## config.mk

```make
export PLATFORM = sky130hd
export DESIGN_NAME = data_mem_store_buf
export DESIGN_NICKNAME = d
export VERILOG_FILES = /design/src/rtl/data_mem_store_buf.sv
export SDC_FILE = /design/constraint.sdc
export NUM_CORES = 1
export LEC_CHECK = 0
export CAP_MARGIN = 20
export CORE_UTILIZATION = 56
export DETAILED_ROUTE_END_ITERATION = 16
export DONT_BUFFER_PORTS = 1
export GPL_TIMING_DRIVEN = 0
export PLACE_DENSITY = 0.71
export SLEW_MARGIN = 20
export SYNTH_ARGS = -nofsm -noshare
export SYNTH_HDL_FRONTEND = slang
export SYNTH_SLANG_ARGS = --single-unit
```

## constraint.sdc

```tcl
create_clock -name clk -period 5.86 [get_ports clk]
set_input_delay 1.465 -clock clk [delete_from_list [all_inputs] [get_ports clk]]
set_output_delay 1.465 -clock clk [all_outputs]
set_load 0.05 [all_outputs]
```

## src/rtl/data_mem_store_buf.sv

```systemverilog
`default_nettype none
// ============================================================================
// Module   : data_mem_store_buf
// Brief    : Store formatter and FIFO buffer feeding the data memory write port,
//            with misaligned-store flagging and load-after-store hazard detect.
// Revision : 1.0
// ============================================================================
module data_mem_store_buf #(
  parameter int ADDR_WIDTH = 32,
  parameter int DEPTH      = 2
) (
  input  logic                       clk,
  input  logic                       rst_n,
  input  logic                       st_valid_i,
  output logic                       st_ready_o,
  input  logic [ADDR_WIDTH-1:0]      addr_i,
  input  logic [ADDR_WIDTH-1:0]      write_data_i,
  input  logic [1:0]                 mem_type_i,
  output logic                       misalign_o,
  input  logic                       ld_valid_i,
  input  logic [ADDR_WIDTH-1:0]      ld_addr_i,
  output logic                       hazard_o,
  output logic                       mem_we_o,
  output logic [ADDR_WIDTH-1:0]      mem_addr_o,
  output logic [ADDR_WIDTH-1:0]      mem_wdata_o,
  output logic [3:0]                 mem_be_o,
  input  logic                       mem_ready_i,
  output logic [$clog2(DEPTH):0]     count_o
);

  localparam int PW = $clog2(DEPTH);
  localparam int CW = PW + 1;
  localparam logic [CW-1:0] c_depth = CW'(DEPTH);

  logic [ADDR_WIDTH-3:0] r_addr [DEPTH];
  logic [ADDR_WIDTH-1:0] r_data [DEPTH];
  logic [3:0]            r_be   [DEPTH];
  logic [PW-1:0]         r_wptr;
  logic [PW-1:0]         r_rptr;
  logic [CW-1:0]         r_count;
  logic                  r_misalign;

  logic [1:0]            w_lane;
  logic                  w_is_byte;
  logic                  w_is_half;
  logic                  w_misalign;
  logic                  w_accept;
  logic                  w_push;
  logic                  w_pop;
  logic                  w_empty;
  logic [ADDR_WIDTH-1:0] w_wdata;
  logic [3:0]            w_be;
  logic                  w_hazard;
  logic                  w_unused_ld_lsb;

  assign w_lane     = addr_i[1:0];
  assign w_is_byte  = (mem_type_i == 2'b01);
  assign w_is_half  = (mem_type_i == 2'b10);
  assign w_misalign = w_is_half ? w_lane[0] : (!w_is_byte && (w_lane != 2'b00));

  assign w_empty    = (r_count == '0);
  assign st_ready_o = (r_count < c_depth);
  assign w_accept   = st_valid_i && st_ready_o;
  assign w_push     = w_accept && !w_misalign;
  assign w_pop      = !w_empty && mem_ready_i;

  // Lane replication lets the memory use the byte enables directly.
  always_comb begin
    w_wdata = write_data_i;
    w_be    = 4'b1111;
    if (w_is_byte) begin
      w_wdata = {4{write_data_i[7:0]}};
      w_be    = 4'b0001 << w_lane;
    end else if (w_is_half) begin
      w_wdata = {2{write_data_i[15:0]}};
      w_be    = w_lane[1] ? 4'b1100 : 4'b0011;
    end
  end

  always_ff @(posedge clk) begin
    if (w_push) begin
      r_addr[r_wptr] <= addr_i[ADDR_WIDTH-1:2];
      r_data[r_wptr] <= w_wdata;
      r_be[r_wptr]   <= w_be;
    end
  end

  always_ff @(posedge clk or negedge rst_n) begin
    if (!rst_n) begin
      r_wptr     <= '0;
      r_rptr     <= '0;
      r_count    <= '0;
      r_misalign <= 1'b0;
    end else begin
      r_misalign <= w_accept && w_misalign;
      if (w_push) r_wptr <= r_wptr + PW'(1);
      if (w_pop)  r_rptr <= r_rptr + PW'(1);
      case ({w_push, w_pop})
        2'b10:   r_count <= r_count + CW'(1);
        2'b01:   r_count <= r_count - CW'(1);
        default: r_count <= r_count;
      endcase
    end
  end

  // An entry is live when its distance from the read pointer is below count.
  always_comb begin
    w_hazard = 1'b0;
    for (int i = 0; i < DEPTH; i++) begin
      if (({1'b0, PW'(i) - r_rptr} < r_count) &&
          (r_addr[i] == ld_addr_i[ADDR_WIDTH-1:2]))
        w_hazard = 1'b1;
    end
  end

  assign w_unused_ld_lsb = &{1'b0, ld_addr_i[1:0]};

  assign hazard_o    = ld_valid_i && w_hazard;
  assign misalign_o  = r_misalign;
  assign count_o     = r_count;
  assign mem_we_o    = !w_empty;
  assign mem_addr_o  = w_empty ? '0 : {r_addr[r_rptr], 2'b00};
  assign mem_wdata_o = w_empty ? '0 : r_data[r_rptr];
  assign mem_be_o    = w_empty ? '0 : r_be[r_rptr];

endmodule
`default_nettype wire

```

==> summary.md <==
| Metric | Value |
|---|---|
| Status | `finished, final reports clean` |
| Syn Area/Cell | `13.69 um2` |
| Vias | `3710` |
| # Max-Cap Violations | `0` |
| Post-CTS Setup Bufs | `0` |
| Share of the synthesized area in the top cell type | `61.62%` |
| Die Area | `11920 um2` |
| Worst Setup Start Kind | `primary input` |
| Final number of setup-violating endpoints | `0` |
| # fillers | `790` |
| CTS tree | `yes` |
| Most common flop cell mapped by yosys | `edfxtp_1` |
| Place WS | `1120 ps` |
| Synth warn | `0` |
| Worst r2r dst | `r_data[0][0]$_DFFE_PP_` |
| Grt ovf | `0` |
| # rows | `38` |
| Sink Count | `137` |
| Placed cell area | `6792 um2` |
| Routed vias/inst | `5.716` |
| Area leader, netlist | `edfxtp_1` |
| DRT antenna net count | `0` |
| Flop-to-flop setup slack | `3280 ps` |
| Endpoints failing hold | `0` |
| Hold WC Path Type | `reg -> reg` |
| Ys async rst share | `3.650%` |
| Sw power | `0.001868 W` |
| Initial antenna violation count | `0` |
| Synthesized netlist cell count | `470` |
| Initial drt markers | `193` |
| Critical path fanouts, max | `2` |
| Critical path class | `in -> out` |
| Post-synthesis instance area | `6432 um2` |
| I/O Pins | `177` |
| Final nets | `600` |
| N_diodes | `0` |
| CTS H-tree lvls | `4` |
| Final WL | `14280 um` |
| Post-CTS sizing | `0` |
| Clock Skews | `8.031 ps` |
| Vias in the first global route | `3840` |
| Data arrival, critical path | `3230 ps` |
| Fin area | `7465 um2` |
| Gr usage total | `24.59%` |
| Hold Buf Count CTS | `0` |
| Ratio of cells with drive above 1 in the final layout | `14.34%` |
| Root buffer cell | `clkbuf_16` |
| Min cycle time layout | `4692 ps` |
| CP Capture Type | `primary output` |
| Final HPWL from detailed placement | `10360 um` |
| P_leak | `2.724 nW` |
| Power share of the clock group | `28.6%` |
| Flop pwr share | `30.4%` |
| HP Start | `r_wptr$_DFFE_PN0P_` |
| Combinational share of power | `41.0%` |
| Die Width | `109.2 um` |
| Skew-Pair Late Insertion Delay | `410 ps` |
| Commonest cells in the netlist | `edfxtp_1, mux2i_1, nor2_1, xnor2_1, nand2_1` |
| Worst Max-Slew Pin Slew | `1007 ps` |
| Drt pass-1 iters | `4` |
| Most common cell in the synthesized netlist | `edfxtp_1` |
| Largest net degree at the start of global routing | `24` |
| Power Dens Cells | `563.0 nW/um2` |
| Sw Ratio | `44.45%` |
| Post-synth cell types | `34` |
| Maximum clock insertion buffer count | `2` |
| Worst r2r src | `count_o[1]$_DFFE_PN0P_` |
| GPL Wtd Cong | `0.7921` |
| Worst Reg-to-Reg Cells | `5` |
| Die extent in y | `109.2 um` |
| I/O Buffers | `0` |
| PnR worst setup slack | `1168 ps` |
| Seq cells post-synth | `137` |
| CTS Buf Count | `17` |
| Slew headroom | `32.72%` |
| Area delta synth->final | `16.05%` |
| Pint | `0.002334 W` |
| Peak supply drop | `0.0003027 V` |
| Maximum clock frequency | `0.2131 GHz` |
| Most area-consuming cells after synthesis | `edfxtp_1, mux2i_1, xnor2_1, nor2_1, dfrtp_1` |
| Mean routed wirelength per cell | `22.00 um` |
| First-pass GRT wire length | `20480 um` |
| Core Footprint | `11030 um2` |
| Number of synthesized flops with an enable pin | `132` |
| Max-slew violation count | `0` |
| Critical path data required time | `4390 ps` |
| Hold Path End | `r_wptr$_DFFE_PN0P_` |
| Initial Utilization | `58.31%` |
| Register area share after synthesis | `63.57%` |
| RSZ-0062 raised after global routing | `false` |
| Period utilization | `80.07%` |
| Min-Delay Path Depth | `1` |
| Remaining DRCs | `0` |
| Clock transition at path regs | `50 ps` |
worst max-delay path, stage by stage:
cell and delay, ps:
xnor2_1 170, nand4_1 120, nor4_1 450, nand4_1 190, a21boi_1 830
per-layer routing:
layer  GRT usage [%]  share of wire (%)  vias to the layer above
li1                -                  -                     1745
met1           26.15                 36                     1783
met2           44.20                 53                      170
met3           9.803                9.6                       12
met4           8.095                1.2                        0
met5               0                  0                        -
stage by stage:
step	TNS (ps)	hold WS, ps	cells	total power (W)	utilization, %
2_1_floorplan	0	468.1	471	0.002774	-
3_3_place_gp	-160440	483.2	611	0.002989	59.94
3_5_place_dp	0	546.2	617	0.003035	61.57
4_1_cts	0	558.3	649	0.004230	67.67
5_1_grt	0	566.1	649	0.004340	67.67
6_report	0	553.4	649	0.004202	67.67
area by class of cell:
class                           count  area (um2)  area share [%]
Clock inverter                     15       247.7           3.319
Inverter                            3       11.26          0.1509
Multi-Input combinational cell    307        2192           29.37
Buffer                             24       158.9           2.129
Sequential cell                   137        4089           54.78
Timing Repair Buffer                6       165.2           2.213
Tap cell                          140       175.2           2.347
Clock buffer                       17       425.4           5.699
worst max path at each step:
| stage | from | to | slack (ps) | cells past startpoint |
|---|---|---|---|---|
| finish | ld_addr_i[6] | hazard_o | 1170 | 5 |
| global route | ld_addr_i[6] | hazard_o | 1080 | 5 |
| CTS | ld_addr_i[6] | hazard_o | 1110 | 5 |
| detailed placement | ld_addr_i[7] | hazard_o | 1120 | 5 |
| global placement | mem_type_i[0] | r_data[0][13]$_DFFE_PP_ | -1220 | 5 |
| floorplan | mem_type_i[0] | r_addr[0][0]$_DFFE_PP_ | 480 | 5 |
power by group through the flow:
stage	registers [W]	clock network [W]	logic (W)
after CTS	0.00128	0.00121	0.00174
after global routing	0.00129	0.00125	0.00180
after global placement	0.00131	0	0.00168
final	0.00128	0.00120	0.00172
after floorplan	0.00129	0	0.00148
after detailed placement	0.00130	0	0.00174
logic make-up after synthesis:
kind of cell	Yosys count	share of synthesized area, %
simple gates	133	9.337
xor+xnor	65	8.850
buf+inv	27	2.645
flops	137	63.57
fa+ha+maj	1	0.1945
other cells	1	0.05830
mux	82	12.92
compound gates	24	2.431
registers in the layout, indices dropped and copies added (netlist names):
name,flops
count_o,2
r_be,8
r_data,64
misalign_o,1
r_addr,60
r_wptr,1
r_rptr,1
layout by cell type (no fill, tap or decap), types with 10 or more instances in the layout:
master and count:
buf_2 11, mux2i_1 74, edfxtp_1 132, xor2_1 12, nor2_1 71, nand4_1 13
nand2_1 24, a21oi_1 11, xnor2_1 53, clkbuf_16 17, nor2b_1 10
Power figures use the tool's default switching activity.
==> edit 1, RTL diff (same settings) <==
Set the parameter `DEPTH` to 4 (it was 2).
--- a/src/rtl/data_mem_store_buf.sv
+++ b/src/rtl/data_mem_store_buf.sv
@@ -8,5 +8,5 @@
 module data_mem_store_buf #(
   parameter int ADDR_WIDTH = 32,
-  parameter int DEPTH      = 2
+  parameter int DEPTH      = 4
 ) (
   input  logic                       clk,
Ports: changed (resized count_o); port bits go from 177 to 178. The function was not compared with the original's and may differ.
==> edit 1 against the original RTL <==
Synthesized area is 93% higher. Design area is 84% higher. Combinational power rose by 64%. Clock power up 44%. Routed wire length is 100% higher. Largest cell class unchanged. Total power is 66% higher. Core utilization shrank 4.5 points. Worst setup slack got worse by 110 ps. Count of clock-buffer cells in the layout increased by 15. Via count grew 76%. Sequential cell count grew 135. Non-clock buffer count rose by 5.
==> edit 1: results (changes against the original RTL) <==
Total GRT Usage=26.0% (+1.5 points); Commonest cells post-synth=264 x edfxtp_1, 113 x xor2_1, 71 x and2_1; sw frac=41.3% (-3.1 points); Seq area share=59.1% (+4.3 points); post-synthesis compound-gate area fraction=1.74% (-0.69 points); Synth Area in Adders=1.07% (+0.88 points); largest net degree at the start of global routing=43 (+79%); Worst R2R Start=count_o[2]; multi-input gate count=398 (+30%); Vias per Instance=6.22 (+8.9%); status=complete, no violations; Worst Hold Launch=r_wptr[1]; post-synthesis xor/xnor area fraction=8.98% (+0.13 points); Worst Setup SP=ld_addr_i[18]; worst slew pin tran=880 ps (-127 ps); fin area=13800 µm² (+84%); GPL Wtd Cong=0.861 (+8.7%); Largest delay share family, worst path=simple AND/OR/NAND/NOR gates; CTS H-tree lvls=1 (-3); synth unique cells=40 (+18%); fraction of cell area in non-clock buffers=1.88% (-2.5 points); Post-synth EDFFs=264 (+100%); Post-DP Area=12900 µm² (+89%); Top Registers=r_data: 128 flops, r_addr: 120 flops, r_be: 16 flops; worst-case clock buffer depth=3 (+1); clk tree area frac=6.55% (-2.5 points); critical path arrival=3340 ps (+110 ps); Synth warnings=0 (unchanged); Leakage Power=4.54 nW (+67%); IO Port Bufs=0 (unchanged); slowest CP cell=nor4_1; area taken by multi-input logic gates=4080 µm² (+86%); count of non-CTS inverters in the layout=11 (+8); post-synthesis mux area share=14.2% (+1.3 points); first-pass GRT wire length=42200 µm (+110%); clock skew=25.4 ps (+17.4 ps); Final #Nets=859 (+43%); Worst-Skew Late Latency=550 ps (+140 ps); vias in the first global route=6861 (+79%); hpwl dp=20400 µm (+97%); clock buf count=32 (+15); 1st-iter DRT viols=333 (+73%); clock buffer count from CTS=28 (+11); largest cells by area after synthesis=edfxtp_1 64%, mux4_2 12%, xor2_1 8.0%; seq_cells=272 (+99%); layout cells sized above 1=20.3% (+6.0 points); sequential area share after synthesis=65.6% (+2.0 points); fraction of registers with async set/reset=2.94% (-0.71 points); CP peak stage delay=560 ps (-270 ps); Non-Clock Buffer Count=35 (+17%)
==> edit 1: cell types whose count changed after synthesis, sizes merged, moves of 6 or more <==
cell / before / now
edfxtp: 132 / 264
xor2: 12 / 113
and2: 1 / 71
nor2: 73 / 4
mux2i: 74 / 8
mux4: 0 / 66
xnor2: 53 / 14
nand2: 24 / 3
nor4: 5 / 24
clkbuf: 4 / 13
mux2: 8 / 17
ha: 1 / 9
inv: 3 / 11
a21oi: 12 / 18
==> edit 1: worst paths after layout <==
path | endpoint | slack [ps] | cells after the start
max in group asynchronous | misalign_o | 5160 | 0
min in group asynchronous | r_rptr[0] | 610 | 0
hold / removal | r_wptr[1] | 570 | 1
hold reg to reg | r_wptr[1] | 570 | 1
setup / recovery | hazard_o | 1060 | 5
setup reg to reg | count_o[2] | 3060 | 9
==> edit 1: metrics by stage <==
stage               total power, mW  hold slack (ps)  utilization, %  setup slack (ps)  std cells
floorplan                      4.85              512               -              1620        712
global placement               5.27              522            58.6               105        992
detailed placement             5.32              555            59.1              1150        996
CTS                            7.04              569            63.2              1010       1048
global route                   7.24              586            63.2               787       1048
finish                         6.98              574            63.2              1060       1048
==> edit 1: per-layer routing <==
metal / up-vias / GRT usage, % / routed length, µm
met2: 287 / 43.5 / 14200
met5: - / 0 / 0
li1: 2827 / - / -
met3: 60 / 8.76 / 2990
met1: 3348 / 32.0 / 10600
met4: 0 / 8.40 / 836
==> edit 1: power groups by stage <==
stage | clock [mW] | combinational (mW) | sequential [mW]
2_1_floorplan | 0 | 2.40 | 2.46
3_3_place_gp | 0 | 2.79 | 2.48
3_5_place_dp | 0 | 2.84 | 2.47
4_1_cts | 1.75 | 2.86 | 2.43
5_1_grt | 1.82 | 2.98 | 2.44
6_report | 1.73 | 2.82 | 2.43
==> edit 2, RTL diff (same settings) <==
Made on the original files. Register the output `count_o` once more, cleared by the reset; this adds one clock of latency there. The other outputs are not delayed to match.
--- a/src/rtl/data_mem_store_buf.sv
+++ b/src/rtl/data_mem_store_buf.sv
@@ -118,5 +118,11 @@
   assign hazard_o    = ld_valid_i && w_hazard;
   assign misalign_o  = r_misalign;
-  assign count_o     = r_count;
+  always_ff @(posedge clk or negedge rst_n) begin
+    if (!rst_n) begin
+      count_o <= '0;
+    end else begin
+      count_o <= r_count;
+    end
+  end
   assign mem_we_o    = !w_empty;
   assign mem_addr_o  = w_empty ? '0 : {r_addr[r_rptr], 2'b00};
Function: changed (Yosys sat finds a counterexample within 4 cycles, from zero or initial values and one cycle with rst_n low).
==> edit 2 against the original RTL <==
Routed wire length rose by 3.0%. Design area fell by 1.2%. Worst setup slack improved by 91 ps. Sequential share of layout area rose by 1.4 points. Sequential cell count rose by 2. Synthesized area rose by 0.72%. Total power fell by 5.1%. First-iteration DRC count fell by 15%. Largest cell class unchanged.
==> edit 2: results (changes against the original RTL) <==
M1 GR Usage=27.4% (+1.2 points); multi-input combinational area share=29.9% (+0.49 points); R2R Path End=r_data[0][27]; Worst R2R Start=r_count[1]; Hold Crit Endpoint=count_o[1]; Synth warnings=0 (unchanged); clock skew=5.63 ps (-2.40 ps); critical path arrival=3140 ps (-90 ps); Leakage Power=2.68 nW (-1.4%); Total GRT Usage=25.5% (+0.96 points); fraction of cell area in non-clock buffers=4.23% (-0.12 points); sequential area share after synthesis=63.9% (+0.32 points); Worst Setup SP=ld_addr_i[18]; FILL cells=799 (+1.1%); met3 Use GR=9.43% (-0.38 points); Synth Flop Type=edfxtp_1; GPL Wtd Cong=0.860 (+8.6%); drt first pass iters=5 (+1); internal power=2.12 mW (-9.0%); Hold Slack=518 ps (-35.2 ps); count of non-CTS inverters in the layout=3 (unchanged); Avg WL per Cell=22.6 µm (+2.7%); layout cells sized above 1=13.7% (-0.64 points); Worst Hold Launch=r_count[1]; met2 usage=44.4% (+0.18 points); hold depth=0 (-1); via count=3812 (+2.7%); clk tree area frac=7.25% (-1.8 points); WL met1=5350 µm (+3.7%); synth unique cells=33 (-2.9%); Clock net power=965 µW (-20%); fraction of registers with async set/reset=5.04% (+1.4 points); vias in the first global route=3993 (+4.0%); met3 WL=1530 µm (+11%); hpwl dp=10700 µm (+3.2%); register-to-register setup slack=3410 ps (+130 ps); CP peak stage delay=800 ps (-30 ps); largest cells by area after synthesis=edfxtp_1 61%, mux2i_1 11%, xnor2_1 7.2%; multi-input gate count=307 (unchanged); seq_cells=139 (+1.5%); Top Registers=r_data: 64 flops, r_addr: 60 flops, r_be: 8 flops; largest net degree at the start of global routing=22 (-8.3%); power share of the clock group=24.2% (-4.4 points); 1st-iter DRT viols=165 (-15%); status=complete, no violations; VDD IR max=0.283 mV (-6.6%)
==> edit 2: cell types whose count changed in the layout (fill, tap and decap cells not counted), sizes merged <==
cell and change:
clkinv +6, bufinv -5, and2b +2, dfrtp +2, inv -2, nor2b -2
buf +1, clkbuf -1, clkinvlp +1
==> edit 2: cells by family (layout without fill, tap and decap cells) <==
logic type	after synthesis	in the layout	share of synthesized area [%]
AO/OA/AOI/OAI	24	24	2.41
flip-flops	139	139	63.9
XOR/XNOR	65	65	8.79
adder cells (fa/ha/maj)	1	1	0.193
AND/OR/NAND/NOR	133	133	9.41
buffers and inverters	27	65	2.43
other	1	2	0.0579
multiplexers	82	82	12.8
==> edit 2: per-stage QoR <==
step | instances | instance area (µm²) | worst slack (ps)
after floorplan | 473 | 6480 | 450
after global placement | 613 | 6660 | -1270
after detailed placement | 619 | 6840 | 1230
after CTS | 651 | 7370 | 1230
after global routing | 651 | 7370 | 1160
final | 651 | 7370 | 1260
